<file path="config.mk">
export PLATFORM = sky130hd
export DESIGN_NAME = srlatch_exerciser
export DESIGN_NICKNAME = d
export VERILOG_FILES = /design/src/rtl/srlatch_exerciser.sv
export SDC_FILE = /design/constraint.sdc
export NUM_CORES = 1
export LEC_CHECK = 0
export ABC_AREA = 1
export ABC_CLOCK_PERIOD_IN_PS = 2500
export CORE_UTILIZATION = 49
export CTS_CLUSTER_SIZE = 40
export DETAILED_ROUTE_END_ITERATION = 6
export PLACE_DENSITY = 0.72
export SYNTH_ARGS = -nofsm -noshare
export SYNTH_HDL_FRONTEND = slang
export SYNTH_SLANG_ARGS = --single-unit
</file>
<file path="constraint.sdc">
create_clock -name clk -period 2.5 [get_ports clk]
set_clock_uncertainty 0.1 [all_clocks]
set_input_delay 0.25 -clock clk [delete_from_list [all_inputs] [get_ports clk]]
set_output_delay 0.25 -clock clk [all_outputs]
set_load 0.01 [all_outputs]
</file>
<file path="src/rtl/srlatch_exerciser.sv">
// Stimulus generator and checker for a gated SR latch.
// Optional macro SRX_COMPLEMENT_CHECK_EN also checks Qc against ~exp_q.
module srlatch_exerciser #(
  parameter int unsigned SETTLE = 2
) (
  input  logic       clk,
  input  logic       rst,
  input  logic       start,
  input  logic       Q,
  input  logic       Qc,
  output logic       S,
  output logic       R,
  output logic       En,
  output logic       busy,
  output logic       done,
  output logic       pass,
  output logic [3:0] err_count,
  output logic [3:0] vec_idx
);

  typedef enum logic [2:0] {
    ST_IDLE,
    ST_APPLY,
    ST_SETTLE,
    ST_CHECK,
    ST_DONE
  } state_t;

  state_t     state, state_n;
  logic [3:0] idx_n;
  logic [3:0] cnt, cnt_n;
  logic [3:0] err_n;
  logic       exp_q, exp_q_n;
  logic       exp_known, known_n;
  logic [2:0] vec;
  logic       miss;

  function automatic logic [2:0] rom(input logic [3:0] i);
    unique case (i)
      4'd0:    rom = 3'b100;
      4'd1:    rom = 3'b010;
      4'd2:    rom = 3'b000;
      4'd3:    rom = 3'b110;
      4'd4:    rom = 3'b101;
      4'd5:    rom = 3'b111;
      4'd6:    rom = 3'b011;
      4'd7:    rom = 3'b111;
      4'd8:    rom = 3'b001;
      default: rom = 3'b000;
    endcase
  endfunction

  assign vec = rom(vec_idx);

  // Compare the latch against the model; unknown model means no check
  always_comb begin
`ifdef SRX_COMPLEMENT_CHECK_EN
    miss = exp_known && ((Q != exp_q) || (Qc == exp_q));
`else
    miss = exp_known && (Q != exp_q);
`endif
  end

  // Drive the current vector while a run is in progress, else 000
  always_comb begin
    {S, R, En} = 3'b000;
    busy = 1'b0;
    if (state == ST_APPLY || state == ST_SETTLE || state == ST_CHECK) begin
      {S, R, En} = vec;
      busy = 1'b1;
    end
  end

  assign done = (state == ST_DONE);
  assign pass = done && (err_count == 4'd0);

  // Next-state, counters and behavioural latch model
  always_comb begin
    state_n = state;
    idx_n   = vec_idx;
    cnt_n   = cnt;
    err_n   = err_count;
    exp_q_n = exp_q;
    known_n = exp_known;
    unique case (state)
      ST_IDLE, ST_DONE: begin
        if (start) begin
          state_n = ST_APPLY;
          idx_n   = 4'd0;
          err_n   = 4'd0;
          exp_q_n = 1'b0;
          known_n = 1'b0;
        end
      end
      ST_APPLY: begin
        cnt_n   = 4'(SETTLE);
        state_n = ST_SETTLE;
        if (vec[0]) begin
          unique case (vec[2:1])
            2'b10: begin
              exp_q_n = 1'b1;
              known_n = 1'b1;
            end
            2'b01: begin
              exp_q_n = 1'b0;
              known_n = 1'b1;
            end
            2'b11:   known_n = 1'b0;
            default: ;
          endcase
        end
      end
      ST_SETTLE: begin
        cnt_n = cnt - 4'd1;
        if (cnt <= 4'd1) begin
          cnt_n   = 4'd0;
          state_n = ST_CHECK;
        end
      end
      ST_CHECK: begin
        if (miss && err_count != 4'd15)
          err_n = err_count + 4'd1;
        if (vec_idx == 4'd8) begin
          state_n = ST_DONE;
        end else begin
          idx_n   = vec_idx + 4'd1;
          state_n = ST_APPLY;
        end
      end
      default: state_n = ST_IDLE;
    endcase
  end

  // State and datapath registers, cleared asynchronously
  always_ff @(posedge clk or posedge rst) begin
    if (rst) begin
      state     <= ST_IDLE;
      vec_idx   <= 4'd0;
      cnt       <= 4'd0;
      err_count <= 4'd0;
      exp_q     <= 1'b0;
      exp_known <= 1'b0;
    end else begin
      state     <= state_n;
      vec_idx   <= idx_n;
      cnt       <= cnt_n;
      err_count <= err_n;
      exp_q     <= exp_q_n;
      exp_known <= known_n;
    end
  end

endmodule

</file>
==> impl_metrics.csv <==
group,metric,value,unit
setup_path,crit_family,"buffers and inverters",
sta,setup_viol,0,
yosys,synth.area.top_cells,"dfrtp_1 (34%), nand2_1 (10%), ha_1 (10%), inv_1 (7.8%), nand3_1 (5.2%)",
yosys,syn_nets,180,
setup_path,worst-path-buf-inv,2,
detailed_routing,dr.pass1.iters,3,
floorplanning,die_x,52.61,um
setup_path,crit_fanout,7,
floorplanning,core-area,2318,um^2
floorplanning,boundaryPins,19,
sta,period_minus_slack,2.353,ns
placement,dp_hpwl,1.996,mm
detailed_routing,viasPerCell,5.139,
sta,max_slew_margin,0.5449,
yosys,synth-warning-count,0,
pwr,peakVddDrop,0.0007155,V
setup_path,path_class,"flip-flop to primary output",
pwr,pwr-share-clk,0.089,
clocking,insertion_delay,0.28,ns
cells_and_area,final_net_count,204,
yosys,syn_avg_cell_area,7.606,um^2
sta,post-route-period-util,0.9410,
pwr,comb_power_share,0.640,
sta,fmax,425.1,MHz
cells_and_area,area_growth,21.04,%
pwr,p_sw,820.2,uW
sta,tightest_slew,0.6819,ns
detailed_routing,wl_per_cell,12.26,um
yosys,synth_cell_types,27,
global_routing,grt_antenna_before_repair,0,
yosys,netlist.top_cell.by_area,"dfrtp_1",
global_routing,grt_max_degree,18,
detailed_routing,post-route-drc-count,0,
setup_path,worstPathArrival,2.00,ns
yosys,synth.most_common_cell,"nand2_1",
clocking,clkTransAtPathRegs,0.10,ns
pwr,seqPwrFrac,0.271,
sta,final-hold-violation-count,0,
setup_path,slowest_stage,"clkdlybuf4s50_1",
min_path,hold_class,"input pin to async pin",
pwr,leakagePower,0.0008017,uW
pwr,p_per_area,1102,nW/um^2
yosys,synth-seq-area-share,0.3390,
yosys,syn_inst,165,
setup_path,timing.rr.start,"vec_idx[0]$_DFFE_PP0P_",
yosys,synthFlopType,"dfrtp_1",
yosys,ys_seq_elements,17,
placement,dp_slack,0.2313,ns
sta,rsz0062_at_grt,"no",
setup_path,crit_path_start_kind,"flip-flop",
placement,dpl.cell_count,209,
global_routing,grt_usage,0.2144,
detailed_routing,first_iter_violations,17,
placement,gp_congestion,0.8212,
setup_path,crit_path_end_kind,"primary output",
global_routing,grt-ovfl-total,0,
sta,finalMaxSlewViolations,0,
yosys,synthArstFlopShare,1.000,
setup_path,rr_endpoint,"exp_known$_DFFE_PP0P_",
clocking,cts-root-buf,"clkbuf_4",
floorplanning,dieArea,2767,um^2
setup_path,critPathMaxStageDelay,0.55,ns
pwr,power,1674,uW
setup_path,critPathRequiredTime,2.15,ns
pwr,switching_share,0.4900,
clocking,cts_tree,"done",
clocking,htreeDepth,1,
floorplanning,num_rows,17,
detailed_routing,ant_nets,0,
pwr,intPower,853.6,uW
clocking,numCtsBuffers,3,
cells_and_area,diodes,0,
cells_and_area,fillers,215,
global_routing,grt_pass1_vias,1032,
cells_and_area,final_cells,216,
placement,io_buffers,17,
yosys,synth_area,1255,um^2
sta,fin_ws,0.1475,ns
yosys,synth_edf_count,0,
clocking,clockBufferDepth,2,
setup_path,rrSetupSlack,0.39,ns
yosys,synthTopCellsByCount,"nand2_1 (34), inv_1 (26), dfrtp_1 (17), nor2_1 (16), nand3_1 (13)",
setup_path,path_cells,"inv_1 > ha_1 > nand3_2 > a21oi_1 > clkdlybuf4s50_1",
detailed_routing,vias,1110,
sta,hold_slack,0.2703,ns
detailed_routing,drt-total-wl,2.649,mm
cells_and_area,layout-drive-gt1-share,0.1649,
outcome,status,"finished clean",
setup_path,reg2reg_depth,13,
floorplanning,die-height,52.61,um
global_routing,grt_pass1_wl,4.388,mm
clocking,cts_hold_buffers,0,
floorplanning,initial_core_util,0.5413,
clocking,clock_sinks,17,
job,cap_violations,0,
sta,tns,0,ns
yosys,yosysTopAreaCellShare,0.3390,
## layout by cell type, fill, tap and decap left out, drive strengths merged, types with 2 or more instances in the layout
master / count
dlymetal6s2s: 2
nand2: 41
buf: 3
xor2: 2
clkdlybuf4s50: 15
ha: 10
inv: 33
a21oi: 4
nand3: 15
dfrtp: 17
nor2: 22
nor3: 3
nand4: 4
clkbuf: 4
o21ai: 7
## flip-flops by register name (all words and copies together) (netlist names)
register / count
state: 3
vec_idx: 4
cnt: 4
err_count: 4
exp_known: 1
exp_q: 1
## per-stage QoR
step,utilization,instance area [um^2]
2_1_floorplan,-,1255
3_3_place_gp,0.6249,1449
3_5_place_dp,0.6249,1449
4_1_cts,0.6406,1485
5_1_grt,0.6552,1519
6_report,0.6552,1519
## how the worst max path moves through the flow
stage	startpoint	slack (ns)	depth (start not counted)	endpoint
2_1_floorplan	vec_idx[0]$_DFFE_PP0P_	0.51	13	exp_known$_DFFE_PP0P_
3_3_place_gp	vec_idx[0]$_DFFE_PP0P_	0.24	8	S
3_5_place_dp	vec_idx[0]$_DFFE_PP0P_	0.23	8	S
4_1_cts	vec_idx[0]$_DFFE_PP0P_	0.007	8	S
5_1_grt	vec_idx[0]$_DFFE_PP0P_	0.04	5	En
6_report	vec_idx[0]$_DFFE_PP0P_	0.15	5	En
## cell type report
class,instances,area [um^2],area share
Timing Repair Buffer,20,197.7,0.1301
Multi-Input combinational cell,114,710.7,0.4679
Tap cell,28,35.03,0.02306
Inverter,33,123.9,0.08155
Sequential cell,17,425.4,0.2801
Clock buffer,4,26.28,0.01730
## kinds of logic (layout without fill, tap and decap cells)
family                     Yosys count  in the layout  share of synthesized area
DFF                                 17             17                     0.3390
and+or+nand+nor                     86             86                     0.3619
AOI/OAI and AO/OA                   15             15                    0.07079
buffers and inverters               34             57                     0.1077
adders and majority gates           10             10                    0.09970
xor gates and xnor gates             3              3                    0.02094
## layer usage
layer / part of all wire / GRT usage / vias up
met4: 0.0060 / 0.05263 / 0
met2: 0.49 / 0.3797 / 12
met5: 0 / 0 / -
met1: 0.49 / 0.2705 / 531
li1: - / - / 565
met3: 0.017 / 0.02899 / 2
## timing repair
item,CTS,global route
setup buffers,0,3
endpoints found under the hold margin,0,0
endpoints found under the setup margin,2,2
pin swaps,0,1
resized for setup,2,3
gates cloned,0,0
## power by group through the flow
| stage | registers (uW) | clock network [uW] | logic (uW) |
|---|---|---|---|
| 2_1_floorplan | 445 | 0 | 745 |
| 3_3_place_gp | 452 | 0 | 980 |
| 3_5_place_dp | 456 | 0 | 1020 |
| 4_1_cts | 451 | 154 | 1030 |
| 5_1_grt | 463 | 162 | 1210 |
| 6_report | 453 | 149 | 1070 |
(Power assumes the default switching activity.)
